===== src/rtl/sw_btn_reader_pkg.sv =====
// Shared constants and helpers for the switch/button reader block.
// Register indices, base address and a small popcount helper.
package sw_btn_reader_pkg;

  localparam logic [31:0] SW_BTN_BASE = 32'h1000_0000;

  localparam logic [1:0] REG_SW    = 2'd0;
  localparam logic [1:0] REG_BTN   = 2'd1;
  localparam logic [1:0] REG_PRESS = 2'd2;
  localparam logic [1:0] REG_CNT   = 2'd3;

  localparam int NUM_SW  = 16;
  localparam int NUM_BTN = 5;
  localparam int NUM_IN  = NUM_SW + NUM_BTN;

  function automatic logic [2:0] count_ones5(
    input logic [4:0] v
  );
    logic [2:0] n;
    n = '0;
    for (int i = 0; i < 5; i++)
      n = n + {2'b0, v[i]};
    return n;
  endfunction

endpackage


===== src/rtl/sw_btn_reader_if.sv =====
// CPU read-bus bundle for the switch/button reader.
// master: cs/rd/addr out, rdata in; slave: the reverse.
interface sw_btn_reader_if;
  logic        cs;
  logic        rd;
  logic [1:0]  addr;
  logic [31:0] rdata;

  modport master (
    output cs, rd, addr,
    input  rdata
  );

  modport slave (
    input  cs, rd, addr,
    output rdata
  );
endinterface


===== src/rtl/sw_btn_reader_debounce_bit.sv =====
// One input bit: 2-flop synchronizer, sample history, accept logic.
// Ports: clk, reset, sample (shared pulse), din (raw), dout (debounced).
module debounce_bit #(
  parameter int DEB_SAMPLES = 3
) (
  input  logic clk,
  input  logic reset,
  input  logic sample,
  input  logic din,
  output logic dout
);

  logic                   s1;
  logic                   s2;
  logic [DEB_SAMPLES-1:0] hist;
  logic [DEB_SAMPLES-1:0] hist_nx;

  generate
    if (DEB_SAMPLES > 1) begin : g_deep
      assign hist_nx = {hist[DEB_SAMPLES-2:0], s2};
    end else begin : g_one
      assign hist_nx = s2;
    end
  endgenerate

  // Acceptance looks at the history including the value
  // shifted in on this pulse, so the last agreeing sample
  // updates dout on the same edge.
  always_ff @(posedge clk) begin
    if (reset) begin
      s1   <= 1'b0;
      s2   <= 1'b0;
      hist <= '0;
      dout <= 1'b0;
    end else begin
      s1 <= din;
      s2 <= s1;
      if (sample) begin
        hist <= hist_nx;
        if (&hist_nx)
          dout <= 1'b1;
        else if (~|hist_nx)
          dout <= 1'b0;
      end
    end
  end

endmodule


===== src/rtl/sw_btn_reader.sv =====
// Debounced switch/button reader with sticky press flags and counter.
// Ports: clk, reset, bus (cs/rd/addr/rdata slave), sw[15:0], btn[4:0].
module sw_btn_reader
  import sw_btn_reader_pkg::*;
#(
  parameter int DEB_TICK    = 100000,
  parameter int DEB_SAMPLES = 3
) (
  input  logic              clk,
  input  logic              reset,
  sw_btn_reader_if.slave    bus,
  input  logic [15:0]       sw,
  input  logic [4:0]        btn
);

  localparam int TW =
    (DEB_TICK > 1) ? $clog2(DEB_TICK) : 1;
  localparam logic [TW-1:0] TICK_MAX = TW'(DEB_TICK - 1);

  logic [TW-1:0]     tick;
  logic              sample;
  logic [NUM_IN-1:0] raw;
  logic [NUM_IN-1:0] db;
  logic [15:0]       sw_db;
  logic [4:0]        btn_db;
  logic [4:0]        btn_prev;
  logic [4:0]        rise;
  logic [4:0]        press;
  logic [15:0]       press_cnt;
  logic              rd_en;
  logic              rd_clr;
  logic [31:0]       rdata;

  assign sample = (tick == TICK_MAX);

  always_ff @(posedge clk) begin
    if (reset)
      tick <= '0;
    else if (sample)
      tick <= '0;
    else
      tick <= tick + 1'b1;
  end

  assign raw = {btn, sw};

  for (genvar i = 0; i < NUM_IN; i++) begin : g_db
    debounce_bit #(
      .DEB_SAMPLES (DEB_SAMPLES)
    ) u_db (
      .clk    (clk),
      .reset  (reset),
      .sample (sample),
      .din    (raw[i]),
      .dout   (db[i])
    );
  end

  assign sw_db  = db[NUM_SW-1:0];
  assign btn_db = db[NUM_IN-1:NUM_SW];

  // btn_prev resets to 0, so a button held through reset
  // counts as a press once it is accepted.
  assign rise   = btn_db & ~btn_prev;
  assign rd_en  = bus.cs & bus.rd;
  assign rd_clr = rd_en & (bus.addr == REG_PRESS);

  // Clear and set share an edge: a new rise survives the clear.
  always_ff @(posedge clk) begin
    if (reset) begin
      btn_prev  <= '0;
      press     <= '0;
      press_cnt <= '0;
    end else begin
      btn_prev  <= btn_db;
      press     <= (rd_clr ? 5'b0 : press) | rise;
      press_cnt <= press_cnt + {13'b0, count_ones5(rise)};
    end
  end

  always_comb begin
    rdata = '0;
    if (rd_en) begin
      unique case (1'b1)
        bus.addr == REG_SW:    rdata = {16'b0, sw_db};
        bus.addr == REG_BTN:   rdata = {27'b0, btn_db};
        bus.addr == REG_PRESS: rdata = {27'b0, press};
        bus.addr == REG_CNT:   rdata = {16'b0, press_cnt};
        default:               rdata = '0;
      endcase
    end
  end

  assign bus.rdata = rdata;

endmodule


===== src/flat_wrapper.sv =====
// flat-port wrapper written by rule: the top's interface ports become plain ports
module sw_btn_reader_flat import sw_btn_reader_pkg::*;
#(
  parameter int DEB_TICK    = 100000,
  parameter int DEB_SAMPLES = 3
)
  (clk, reset, sw, btn, bus_cs, bus_rd, bus_addr, bus_rdata);
  sw_btn_reader_if bus_i ();
  input  logic clk;
  input  logic reset;
  input  logic [15:0] sw;
  input  logic [4:0] btn;
  input wire logic [$bits(bus_i.cs)-1:0] bus_cs;
  input wire logic [$bits(bus_i.rd)-1:0] bus_rd;
  input wire logic [$bits(bus_i.addr)-1:0] bus_addr;
  output wire logic [$bits(bus_i.rdata)-1:0] bus_rdata;
  assign bus_i.cs = bus_cs;
  assign bus_i.rd = bus_rd;
  assign bus_i.addr = bus_addr;
  assign bus_rdata = bus_i.rdata;
  sw_btn_reader #(.DEB_TICK(DEB_TICK), .DEB_SAMPLES(DEB_SAMPLES)) u_core (.clk(clk), .reset(reset), .bus(bus_i), .sw(sw), .btn(btn));
endmodule

===== config.mk =====
export PLATFORM = sky130hd
export DESIGN_NAME = sw_btn_reader_flat
export DESIGN_NICKNAME = d
export VERILOG_FILES = /design/src/rtl/sw_btn_reader_pkg.sv /design/src/rtl/sw_btn_reader_if.sv /design/src/rtl/sw_btn_reader_debounce_bit.sv /design/src/rtl/sw_btn_reader.sv /design/src/flat_wrapper.sv
export SDC_FILE = /design/constraint.sdc
export NUM_CORES = 1
export LEC_CHECK = 0
export CAP_MARGIN = 30
export CORE_MARGIN = 2
export CORE_UTILIZATION = 45
export DETAILED_ROUTE_END_ITERATION = 12
export PLACE_DENSITY = 0.71
export SETUP_SLACK_MARGIN = 0.4
export SYNTH_ARGS = -nofsm -noshare
export SYNTH_HDL_FRONTEND = slang
export SYNTH_SLANG_ARGS = --single-unit

===== constraint.sdc =====
create_clock -name clk -period 3.9 [get_ports clk]
set_input_delay 0.585 -clock clk [delete_from_list [all_inputs] [get_ports clk]]
set_output_delay 0.585 -clock clk [all_outputs]
set_load 0.02 [all_outputs]

==> run metrics, run 1 <==
critical path depth 13; share of the synthesized area in the top cell type 0.508; CP top delay family adder cells; Crit. End Element flip-flop; Internal 2.52 mW; port bufs 42; Final setup viols 0; most frequent cells in the layout 146 x dfxtp_1, 94 x nand2_1, 64 x nor2_1, 54 x nor2b_1, 52 x a21oi_1; Final Hold Viols 0; total gr overflow 0; post-route DRC violation count 0; Hold-fix buffers, CTS 0; first-pass GRT wire length between 15000 and 20000 µm; share of cells above drive strength 1 0.0986; sequential share of power 0.479; startpoint types flip-flop; yosys warns 0; Routed WL per cell approximately 14 µm; Layout area overhead 20.6%; Synth Instances 651; worst-case reg-to-reg path depth 13; Core ar. 0.0126 mm²; gr usage total 0.173; Reg clk slew, reported paths approximately 0.06 ns; Pleak around 2.4 nW; Slew Limit Fails 0; Worst VDD drop roughly 0.23 mV; Power Density approximately 460 mW/mm²; Logic pwr share 0.030; clock root buffer clkbuf_16; clk sinks roughly 150; CP max stage delay 0.58 ns; die area 0.0139 mm²; chip height around 120 µm; largest net degree at the start of global routing between 50 and 60; Psw about 0.71 mW; Rows 41; worst-path cell chain nor2b_4, ha_4, inv_2, fa_1, inv_1, ha_2, fa_2, inv_2, fa_2, nor2b_4, o21ai_4, or4_1, a21oi_1; vias in the first global route 4339; Initial Utilization 0.462; clock buffer depth 2; commonest non-fill, non-tap cell in the layout dfxtp_1; HPWL Detailed about 8000 µm; CTS tree built; unrepaired setup endpoints after global routing no; DR vias between 4000 and 5000; # IOs 59; clk_skew approximately 0.008 ns; post-synth top area cell dfxtp_1; Die X roughly 120 µm; Cell variety after synth 40; Synth Cell Area 0.00583 mm²; initial antenna violation count 0; slowest CP cell fa_2; Place WS around 0.16 ns; Layout fillers roughly 1100; DRT Pass-1 Iters 5; Power Total roughly 3.2 mW; Buf/Inv on CP 3; clock share of power 0.491; Crit Path Max Fanout 5; routed vias/inst 5.25; post-route setup TNS 0 ns; hold path depth 1; htree depth 4; Synth Register Bits 148; Syn Area/Cell roughly 9.0 µm²; antenna fix cells 0; arrival time worst endpoint 3.75 ns; Nets about 720; clk_lat worst skew 0.42 ns; sequential fraction of the synthesis area 0.508; Post-Route WL ~12000 µm; WHS 0.433 ns; Num CTS Buffers 17; Iter 0 DRT Violations about 300; Sw Ratio 0.219; worst min path class reg2reg; Max-Cap Viols 0; Rel. slew slack 0.622; status completed; Crit path required time about 4.2 ns; largest cells by area after synthesis dfxtp_1 51%, nor2b_1 6.1%, nand2_1 6.0%; fin crit period around 3.4 ns; Peak Freq 294 MHz; kind of critical path reg2reg; global placer's final weighted congestion 0.886; final setup margin roughly 0.49 ns; final worst-path cycle share 0.873; Least-Margin Pin Slew between 0.5 and 0.6 ns; post-route ant nets 0
-- synth_stat cells --
library cell and number:
a211oi_1 2, a21o_1 1, a21oi_1 54, a22oi_1 11, a31oi_1 21, and2_1 1
and3_1 1, and4_1 3, and4b_1 1, buf_2 7, buf_4 16, buf_6 3
clkbuf_1 24, clkbuf_2 1, conb_1 1, dfxtp_1 148, fa_1 3, ha_1 7
inv_1 12, mux2_2 1, mux4_2 5, nand2_1 94, nand2b_1 3, nand3_1 11
nand4_1 7, nand4b_1 1, nor2_1 65, nor2b_1 57, nor3_1 4, nor3b_1 1
nor4_1 47, nor4bb_1 1, o2111ai_1 1, o211ai_1 1, o21ai_0 3, o31ai_1 4
or3_1 1, or4_1 4, xnor2_1 16, xor2_1 7
-- worst paths after layout --
path,from,endpoint,slack (ns)
setup / recovery,u_core.g_db[17].u_db.dout$_SDFFE_PP0P_,u_core.press_cnt[14]$_SDFF_PP0_,0.49
hold / removal,u_core.g_db[3].u_db.s1$_SDFF_PP0_,u_core.g_db[3].u_db.s2$_SDFF_PP0_,0.43
setup reg to reg,u_core.g_db[17].u_db.dout$_SDFFE_PP0P_,u_core.press_cnt[14]$_SDFF_PP0_,0.49
hold reg to reg,u_core.g_db[3].u_db.s1$_SDFF_PP0_,u_core.g_db[3].u_db.s2$_SDFF_PP0_,0.43
-- power by group through the flow --
stage / registers (mW) / clock network (mW) / logic, mW
after floorplan: 1.58 / 0 / 0.0760
after global placement: 1.58 / 0 / 0.0951
after detailed placement: 1.58 / 0 / 0.0963
after CTS: 1.55 / 1.61 / 0.0967
after global routing: 1.55 / 1.67 / 0.105
final: 1.55 / 1.58 / 0.0959
-- repair_timing --
action / in CTS / in global routing
endpoints found under the setup margin: 4 / 11
buffers inserted: 2 / 4
pin swaps: 1 / 9
resized for setup: 5 / 20
-- sequential cells by signal (all words and copies together) (netlist names) --
register / count
u_core.g_db.u_db.hist: 42
u_core.g_db.u_db.dout: 21
u_core.g_db.u_db.s1: 21
u_core.g_db.u_db.s2: 21
u_core.tick: 17
u_core.press_cnt: 16
u_core.btn_prev: 5
u_core.press: 5
-- layout make-up --
class	count	area, µm²	area share
inverters	12	45.0	0.00640
clock buffers	17	425	0.0605
well taps	172	215	0.0306
multi-input cells	455	2690	0.383
flip-flops and latches	148	2970	0.422
clock inverters	15	156	0.0222
repair buffers	53	533	0.0758
-- cell families after synthesis --
| group | synth area share |
|---|---|
| DFF | 0.508 |
| adders and majority gates | 0.0253 |
| buffers and inverters | 0.0564 |
| other | 0.000643 |
| and+or+nand+nor | 0.257 |
| AOI/OAI and AO/OA | 0.0974 |
| muxes | 0.0212 |
| xor gates and xnor gates | 0.0345 |
-- routing by layer --
layer  global-route usage  up-vias  wire length, µm
li1                     -     2295                -
met1                0.211     2130             5450
met2                0.286      126             5580
met3               0.0455       24              598
met4               0.0753        0              289
met5                    0        -                0
-- stage by stage --
step	std cells	util	instance area (µm²)
5_1_grt	872	0.557	7030
2_1_floorplan	666	-	5890
6_report	872	0.557	7030
4_1_cts	868	0.548	6920
3_3_place_gp	833	0.499	6290
3_5_place_dp	834	0.500	6310
Power figures use the tool's default switching activity.
==> inputs of run 2 (changes only) <==
Settings changed: CORE_ASPECT_RATIO set to 1.1, SETUP_SLACK_MARGIN 0.4 to unset.
==> run 2 against run 1 <==
- clock skew is essentially flat
- global-route usage is 0.23 points lower
- sequential power about the same
- highest routed layer unchanged
- worst setup slack got worse by 0.30 ns
- register-to-register slack lost 0.30 ns
==> run metrics, run 2 (synthesis results as in run 1) <==
fin crit period 3.71 ns (was 3.41 ns); vias in the first global route 4191 (was 4339); antenna fix cells 0 (unchanged); Power Density 467 mW/mm² (was 459 mW/mm²); gr usage total 0.170 (was 0.173); post-route ant nets 0 (unchanged); clk_skew 0.00831 ns (was 0.00805 ns); clock buffer depth 2 (unchanged); most frequent cells in the layout 148 x dfxtp_1, 94 x nand2_1, 65 x nor2_1, 56 x nor2b_1, 54 x a21oi_1 (was 146 x dfxtp_1, 94 x nand2_1, 64 x nor2_1, 54 x nor2b_1, 52 x a21oi_1); kind of critical path reg2reg (unchanged); DR vias 4599 (was 4575); Crit. End Element flip-flop (unchanged); initial antenna violation count 0 (unchanged); Rows 43 (was 41); clk_lat worst skew 0.42 ns (about the same); first-pass GRT wire length 19200 µm (was 19500 µm); Buf/Inv on CP 3 (unchanged); register area 0.00296 mm² (was 0.00297 mm²); Slew Limit Fails 0 (unchanged); Crit path required time 4.25 ns (was 4.24 ns); Post-CTS Setup Repair Bufs 0 (was 2); final worst-path cycle share 0.951 (was 0.873); Max-Cap Viols 0 (unchanged); met1 Use GR 0.220 (was 0.211); routed vias/inst 5.40 (was 5.25); post-route DRC violation count 0 (unchanged); Nets 719 (was 724); Pleak 2.34 nW (was 2.36 nW); Final setup viols 0 (unchanged); global placer's final weighted congestion 0.865 (was 0.886); worst-path cell chain nor2b_1, ha_1, inv_1, fa_1, inv_1, ha_1, fa_1, inv_1, fa_1, nor2b_2, o21ai_1, or4_1, a21oi_1 (was nor2b_4, ha_4, inv_2, fa_1, inv_1, ha_2, fa_2, inv_2, fa_2, nor2b_4, o21ai_4, or4_1, a21oi_1); CP max stage delay 0.53 ns (was 0.58 ns); Initial Utilization 0.461 (was 0.462); CP top delay family adder cells (unchanged); GRT Max-Usage Layer met2 (unchanged); clock root buffer clkbuf_16 (unchanged); die area 0.0139 mm² (about the same); Biggest register u_core.g_db.u_db.hist (unchanged); total gr overflow 0 (unchanged); Least-Margin Pin Slew 0.953 ns (was 0.568 ns); commonest non-fill, non-tap cell in the layout dfxtp_1 (unchanged); HPWL Detailed 7860 µm (was 7880 µm); clk sinks 148 (unchanged); Layout fillers 1130 (was 1122); unrepaired setup endpoints after global routing no (unchanged); Layout area overhead 17.9% (was 20.6%); share of cells above drive strength 1 0.0676 (was 0.0986); Crit Path Max Fanout 5 (unchanged); routing usage on met3 0.0480 (was 0.0455); Iter 0 DRT Violations 275 (was 301); chip height 123 µm (was 118 µm); Reg clk slew, reported paths 0.06 ns (about the same); Placed Area 0.00629 mm² (was 0.00631 mm²); status completed (unchanged); Final Hold Viols 0 (unchanged); Peak Freq 269 MHz (was 294 MHz); Die X 113 µm (was 118 µm); Hold-fix buffers, CTS 0 (unchanged); startpoint types flip-flop (unchanged); # IOs 59 (unchanged); post-route setup TNS 0 ns (unchanged); Post-Route WL 11400 µm (was 11900 µm); htree depth 4 (unchanged); arrival time worst endpoint 4.06 ns (was 3.75 ns); DRT Pass-1 Iters 5 (unchanged); Rel. slew slack 0.363 (was 0.622); slowest CP cell fa_1 (was fa_2); area of the multi-input gates 0.00260 mm² (was 0.00269 mm²); Core ar. 0.0126 mm² (about the same); largest net degree at the start of global routing 52 (was 51); max reg flops 42 (unchanged); Worst VDD drop 0.328 mV (was 0.226 mV); port bufs 42 (unchanged); Routed WL per cell 13.4 µm (was 13.7 µm); CTS tree built (unchanged); Post-Layout Inst Area 0.00688 mm² (was 0.00703 mm²); met2 usage 0.278 (was 0.286); post-cts gate resize count 0 (was 5); Num CTS Buffers 17 (unchanged); worst min path class reg2reg (unchanged)
-- run 2: cell types whose count changed in the layout (fill, tap and decap cells not counted), sizes merged --
cell,change
clkinvlp,-2
buf,-5
clkbuf,+1
clkinv,-2
bufinv,-1
inv,+4
-- run 2: stage by stage --
step,hold slack [ns],power (mW),setup WS [ns],cells,util
floorplan,0.414,1.65,0.400,666,-
global placement,0.420,1.68,0.224,819,0.496
detailed placement,0.430,1.68,0.0873,820,0.498
CTS,0.444,3.24,0.0654,852,0.544
global route,0.460,3.32,0.0430,852,0.544
finish,0.439,3.21,0.189,852,0.544
-- run 2: path summary, 6_finish.rpt --
| path | to | start | slack (ns) | depth (start not counted) |
|---|---|---|---|---|
| max | u_core.press_cnt[14]$_SDFF_PP0_ | u_core.g_db[17].u_db.dout$_SDFFE_PP0P_ | 0.19 | 13 |
| min | u_core.g_db[0].u_db.s2$_SDFF_PP0_ | u_core.g_db[0].u_db.s1$_SDFF_PP0_ | 0.44 | 1 |
| max reg2reg | u_core.press_cnt[14]$_SDFF_PP0_ | u_core.g_db[17].u_db.dout$_SDFFE_PP0P_ | 0.19 | 13 |
| min reg2reg | u_core.g_db[0].u_db.s2$_SDFF_PP0_ | u_core.g_db[0].u_db.s1$_SDFF_PP0_ | 0.44 | 1 |
-- run 2: power breakdown --
group / total, mW / switching, mW / internal, mW / leakage [nW]
sequential: 1.55 / 0.0128 / 1.53 / 1.20
clock: 1.57 / 0.653 / 0.912 / 0.277
combinational: 0.0969 / 0.0565 / 0.0404 / 0.864
total: 3.21 / 0.722 / 2.49 / 2.34
-- run 2: final cells by class --
class | instances | share of cell area
repair buffers | 48 | 0.0710
inverters | 12 | 0.00655
multi-input cells | 455 | 0.378
clock buffers | 18 | 0.0639
flip-flops and latches | 148 | 0.431
well taps | 157 | 0.0286
clock inverters | 14 | 0.0207
-- run 2: per-layer routing --
layer | vias to the layer above | share of wire
met5 | - | 0
met4 | 0 | 0.016
met3 | 16 | 0.042
met2 | 122 | 0.48
met1 | 2175 | 0.46
li1 | 2286 | -
